`config.mk`:
```
export PLATFORM = sky130hd
export DESIGN_NAME = dvs_event_arbiter
export DESIGN_NICKNAME = d
export VERILOG_FILES = /design/src/rtl/dvs_event_arbiter.sv
export SDC_FILE = /design/constraint.sdc
export NUM_CORES = 1
export LEC_CHECK = 0
export BUFFER_PORTS_ARGS = -buffer_cell sky130_fd_sc_hd__buf_2
export CAP_MARGIN = 20
export CORE_ASPECT_RATIO = 2
export CORE_MARGIN = 10
export CORE_UTILIZATION = 52
export DETAILED_ROUTE_END_ITERATION = 16
export PLACE_DENSITY = 0.87
export SLEW_MARGIN = 20
export SYNTH_ARGS = -nofsm -noshare
export SYNTH_HDL_FRONTEND = slang
export SYNTH_SLANG_ARGS = --single-unit
```
`constraint.sdc`:
```
create_clock -name clk_i -period 4.5 [get_ports clk_i]
set_clock_uncertainty 0.05 [all_clocks]
set_input_delay 0.675 -clock clk_i [delete_from_list [all_inputs] [get_ports clk_i]]
set_output_delay 0.675 -clock clk_i [all_outputs]
set_load 0.05 [all_outputs]
```
`src/rtl/dvs_event_arbiter.sv`:
```
// Round-robin arbiter merging NUM_SRC_P DVS event streams into one registered
// output stage, with bounded burst locking per granted source.
module dvs_event_arbiter #(
  parameter int unsigned NUM_SRC_P   = 4,
  parameter int unsigned WIDTH_P     = 8,
  parameter int unsigned HEIGHT_P    = 8,
  parameter int unsigned MAX_BURST_P = 4,
  localparam int unsigned XW = $clog2(WIDTH_P),
  localparam int unsigned YW = $clog2(HEIGHT_P),
  localparam int unsigned SW = $clog2(NUM_SRC_P),
  localparam int unsigned TW = 16
) (
  input  logic                    clk_i,
  input  logic                    reset_i,
  input  logic [NUM_SRC_P-1:0]    valid_i,
  input  logic [NUM_SRC_P*XW-1:0] x_i,
  input  logic [NUM_SRC_P*YW-1:0] y_i,
  input  logic [NUM_SRC_P-1:0]    polarity_i,
  input  logic [NUM_SRC_P*TW-1:0] timestamp_i,
  output logic [NUM_SRC_P-1:0]    ready_o,
  output logic                    valid_o,
  output logic [XW-1:0]           x_o,
  output logic [YW-1:0]           y_o,
  output logic                    polarity_o,
  output logic [TW-1:0]           timestamp_o,
  output logic [SW-1:0]           src_o,
  input  logic                    ready_i
);

  localparam int unsigned CW = $clog2(MAX_BURST_P + 1);

  typedef enum logic {IDLE, LOCKED} mode_e;

  typedef struct packed {
    logic [XW-1:0] x;
    logic [YW-1:0] y;
    logic          polarity;
    logic [TW-1:0] timestamp;
    logic [SW-1:0] src;
  } evt_t;

  mode_e         mode_q, mode_d;
  logic [SW-1:0] ptr_q, ptr_d;
  logic [SW-1:0] cur_q, cur_d;
  logic [CW-1:0] cnt_q, cnt_d;
  logic          valid_q;
  evt_t          evt_q, evt_d;
  logic          load_en;
  logic          accept;
  logic          gnt_vld;
  logic [SW-1:0] gnt_idx;

  function automatic logic [SW-1:0] mod_add(input logic [SW-1:0] a, input int unsigned b);
    return SW'((32'(a) + b) % NUM_SRC_P);
  endfunction

  // Grant selection: locked source only, else first valid from ptr onward.
  always_comb begin
    gnt_vld = 1'b0;
    gnt_idx = '0;
    if (mode_q == LOCKED) begin
      gnt_vld = valid_i[cur_q];
      gnt_idx = cur_q;
    end else begin
      for (int i = int'(NUM_SRC_P) - 1; i >= 0; i--) begin
        if (valid_i[mod_add(ptr_q, 32'(i))]) begin
          gnt_vld = 1'b1;
          gnt_idx = mod_add(ptr_q, 32'(i));
        end
      end
    end
  end

  assign load_en = !valid_q || ready_i;
  assign accept  = load_en && gnt_vld && !reset_i;
  assign ready_o = accept ? (NUM_SRC_P'(1) << gnt_idx) : '0;

  always_comb begin
    evt_d           = '0;
    evt_d.x         = x_i[gnt_idx*XW +: XW];
    evt_d.y         = y_i[gnt_idx*YW +: YW];
    evt_d.polarity  = polarity_i[gnt_idx];
    evt_d.timestamp = timestamp_i[gnt_idx*TW +: TW];
    evt_d.src       = gnt_idx;
  end

  always_ff @(posedge clk_i or posedge reset_i) begin
    if (reset_i) begin
      mode_q <= IDLE;
      ptr_q  <= '0;
      cur_q  <= '0;
      cnt_q  <= '0;
    end else begin
      mode_q <= mode_d;
      ptr_q  <= ptr_d;
      cur_q  <= cur_d;
      cnt_q  <= cnt_d;
    end
  end

  // Lock release on a dropped valid takes precedence and ignores backpressure.
  always_comb begin
    mode_d = mode_q;
    ptr_d  = ptr_q;
    cur_d  = cur_q;
    cnt_d  = cnt_q;
    if (mode_q == LOCKED && !valid_i[cur_q]) begin
      mode_d = IDLE;
      ptr_d  = mod_add(cur_q, 32'd1);
      cnt_d  = '0;
    end else if (accept) begin
      if (mode_q == IDLE) begin
        if (MAX_BURST_P == 1) begin
          ptr_d = mod_add(gnt_idx, 32'd1);
        end else begin
          mode_d = LOCKED;
          cur_d  = gnt_idx;
          cnt_d  = CW'(1);
        end
      end else if (32'(cnt_q) + 32'd1 == MAX_BURST_P) begin
        mode_d = IDLE;
        ptr_d  = mod_add(cur_q, 32'd1);
        cnt_d  = '0;
      end else begin
        cnt_d = cnt_q + CW'(1);
      end
    end
  end

  // Output stage: load on accept, drain when emptied without a reload.
  always_ff @(posedge clk_i or posedge reset_i) begin
    if (reset_i) begin
      valid_q <= 1'b0;
      evt_q   <= '0;
    end else if (accept) begin
      valid_q <= 1'b1;
      evt_q   <= evt_d;
    end else if (load_en) begin
      valid_q <= 1'b0;
    end
  end

  assign valid_o     = valid_q;
  assign x_o         = evt_q.x;
  assign y_o         = evt_q.y;
  assign polarity_o  = evt_q.polarity;
  assign timestamp_o = evt_q.timestamp;
  assign src_o       = evt_q.src;

endmodule

```
==> impl_metrics.env <==
export IMPL_finalSetupViolCount=0
export IMPL_gr_total_overflow=0
export IMPL_dr_total_vias=3290
export IMPL_fin_tns_setup_ns=0
export IMPL_row_count=38
export IMPL_cts_setup_buffers=0
export IMPL_cts_max_level=2
export IMPL_hold_violations=0
export IMPL_insertedDiodeCount=0
export IMPL_cts_root_buf="clkbuf_8"
export IMPL_synth_async_sr_flop_share_pct=100
export IMPL_fin_area_mm2=0.00367
export IMPL_slew_violations=0
export IMPL_pre_cts_ws_ns=1.13
export IMPL_synth_edf_count=0
export IMPL_vdd_drop_max_v=0.000615
export IMPL_cts_sinks=34
export IMPL_wl_per_cell_um=21.7
export IMPL_drc=0
export IMPL_core_area_mm2=0.00547
export IMPL_area_growth_pct=23.9
export IMPL_min_path_type="reg2reg"
export IMPL_clock_path_buffers=2
export IMPL_synth_main_ff_cell="dfrtp_1"
export IMPL_hp_start="timestamp_o[12]$_DFFE_PP0P_"
export IMPL_clk_pin_slew_ns=0.07
export IMPL_placed_cell_area_mm2=0.00358
export IMPL_yosysWarnings=0
export IMPL_start_kind="flop"
export IMPL_p_leak_nw=1.83
export IMPL_numPortBuffers=128
export IMPL_synth_seq_cells=34
export IMPL_min_period_over_period_pct=80.6
export IMPL_grt_max_degree=54
export IMPL_power_density_mw_per_mm2=808
export IMPL_routed_wl_um=10600
export IMPL_grt_pass1_wl_um=16800
export IMPL_critPathRequiredTime_ns=3.77
export IMPL_ctsHoldBuffers=0
export IMPL_crit_path_end_kind="output pin"
export IMPL_cts_repair_resized=0
export IMPL_synth_area_per_cell_um2=9.12
export IMPL_critPathMaxFanout=53
export IMPL_synth_area_mm2=0.00296
export IMPL_r2r_start="mode_q$_DFFE_PP0P_"
export IMPL_grt_use_total_pct=22.1
export IMPL_syn_inst=325
export IMPL_grt_pass1_vias=3577
export IMPL_via_per_inst=6.73
export IMPL_drv_cap=0
export IMPL_nets=528
export IMPL_worstSetupPathType="reg2out"
export IMPL_routabilityCongestion=0.842
export IMPL_cts_tree="yes"
export IMPL_ios=129
export IMPL_hpwl_um=7660
export IMPL_die_x_um=73.4
export IMPL_ys_seq_area_share_pct=28.7
export IMPL_arrival_ns=2.90
export IMPL_initial_core_util_pct=54.2
export IMPL_status="finished clean"
export IMPL_antenna_found_initial=0
export IMPL_max_freq_ghz=0.276
export IMPL_n_fill_cell=465
export IMPL_drt_iter0_drc=359
export IMPL_clk_latency_ns=0.29
export IMPL_setup_slack_ns=0.875
export IMPL_tightest_slew_ns=1.06
export IMPL_final_util_pct=67.2
export IMPL_power_total_mw=2.97
export IMPL_ys_types=40
export IMPL_die_area_mm2=0.00930
export IMPL_ant_nets=0
export IMPL_cts_buffers=5
export IMPL_max_slew_margin_pct=29.5
export IMPL_synth_nets=425
export IMPL_rsz0062_at_grt="false"
export IMPL_critical_path_startpoint="mode_q$_DFFE_PP0P_"
export IMPL_period_needed_ns=3.62
export IMPL_dr_pass1_iters=4
export IMPL_drive_above_1_share_pct=39.4
export IMPL_die_y_um=127
[sequential cells by signal, indices dropped and copies added, names as in the netlist]
signal and cells:
cur_q 2, src_o 2, y_o 3, valid_o 1
timestamp_o 16, mode_q 1, polarity_o 1, cnt_q 3
x_o 3, ptr_q 2
[kinds of logic after synthesis]
logic type,Yosys count,share of synthesized area (%)
AOI/OAI and AO/OA,135,39.7
xor gates and xnor gates,1,0.296
adders and majority gates,1,0.422
buffers and inverters,42,6.42
DFF,34,28.7
muxes,10,4.05
and+or+nand+nor,102,20.4
[where the power goes]
group / total [mW] / switching [mW] / internal (mW)
sequential: 0.650 / 0.197 / 0.453
clock: 0.236 / 0.113 / 0.123
combinational: 2.08 / 1.37 / 0.712
[metal layers]
layer | part of all wire, % | track usage (%) | vias up | wire length [um]
met5 | 0 | 0 | - | 0
met4 | 4.4 | 12.6 | 0 | 472
met3 | 6.9 | 4.61 | 41 | 732
met2 | 54 | 38.8 | 157 | 5710
met1 | 35 | 22.9 | 1604 | 3700
li1 | - | - | 1488 | -
[placed cells by master (no fill, tap or decap), drive strengths merged]
cell type  instances
and2               1
nor4               2
buf              132
clkinv             1
or3b               1
clkbuf             7
and3               2
a21o              47
inv                6
nor2b              2
a32oi              1
o311ai             1
o21a               1
o31a               1
dfrtp             34
a311oi             1
mux2               3
nand4              1
nand2             32
nor2               4
nor3               4
a21oi              4
nor3b             47
o221a              1
a21boi             2
mux2i              6
ha                 1
a221o              1
nand2b             6
o21ai              6
mux4               1
o31ai             23
xor2               1
a2111oi           46
[Yosys cell counts (2+ instances only)]
cell type | number | area [um2]
a2111oi_0 | 28 | 245
a2111oi_2 | 18 | 270
a21boi_0 | 2 | 15.0
a21o_1 | 47 | 353
a21oi_1 | 4 | 20.0
and3_1 | 2 | 12.5
buf_2 | 3 | 15.0
buf_6 | 3 | 33.8
clkbuf_1 | 26 | 97.6
clkbuf_2 | 2 | 10.0
dfrtp_1 | 34 | 851
inv_1 | 5 | 18.8
mux2_2 | 2 | 22.5
mux2i_1 | 6 | 60.1
nand2_1 | 32 | 120
nand2b_1 | 6 | 37.5
nor2_1 | 4 | 15.0
nor2b_1 | 2 | 12.5
nor3_1 | 4 | 20.0
nor3b_1 | 47 | 353
nor4_1 | 2 | 12.5
o21ai_0 | 6 | 30.0
o31ai_1 | 23 | 173
[cell type report]
class | instances | area, um2 | area share [%]
multi-input cells | 249 | 1960 | 53.4
well taps | 60 | 75.1 | 2.04
repair buffers | 132 | 671 | 18.3
flip-flops and latches | 34 | 852 | 23.2
inverters | 6 | 22.5 | 0.613
clock buffers | 7 | 86.3 | 2.35
clock inverters | 1 | 5.00 | 0.136
[final timing paths]
path	end	slack, ns	cells after the start
worst max-delay path	ready_o[2]	0.88	5
worst min-delay path	timestamp_o[12]$_DFFE_PP0P_	0.43	2
worst max register to register	src_o[1]$_DFFE_PP0P_	1.46	6
worst min register to register	timestamp_o[12]$_DFFE_PP0P_	0.43	2
min in group asynchronous	timestamp_o[8]$_DFFE_PP0P_	0.45	3
max in group asynchronous	mode_q$_DFFE_PP0P_	3.59	3
[worst max-delay path: stages, from the launching register on]
cell	delay, ns
dfrtp_2	0.75
inv_2	0.37
and3_1	0.89
a21oi_1	0.12
nor3_1	0.18
buf_2	0.29
[through the flow]
| step | hold WS, ns | std cells |
|---|---|---|
| floorplan | 0.417 | 325 |
| CTS | 0.427 | 489 |
| global placement | 0.408 | 481 |
| global route | 0.465 | 489 |
| detailed placement | 0.411 | 481 |
| finish | 0.429 | 489 |
(Power assumes the default switching activity.)
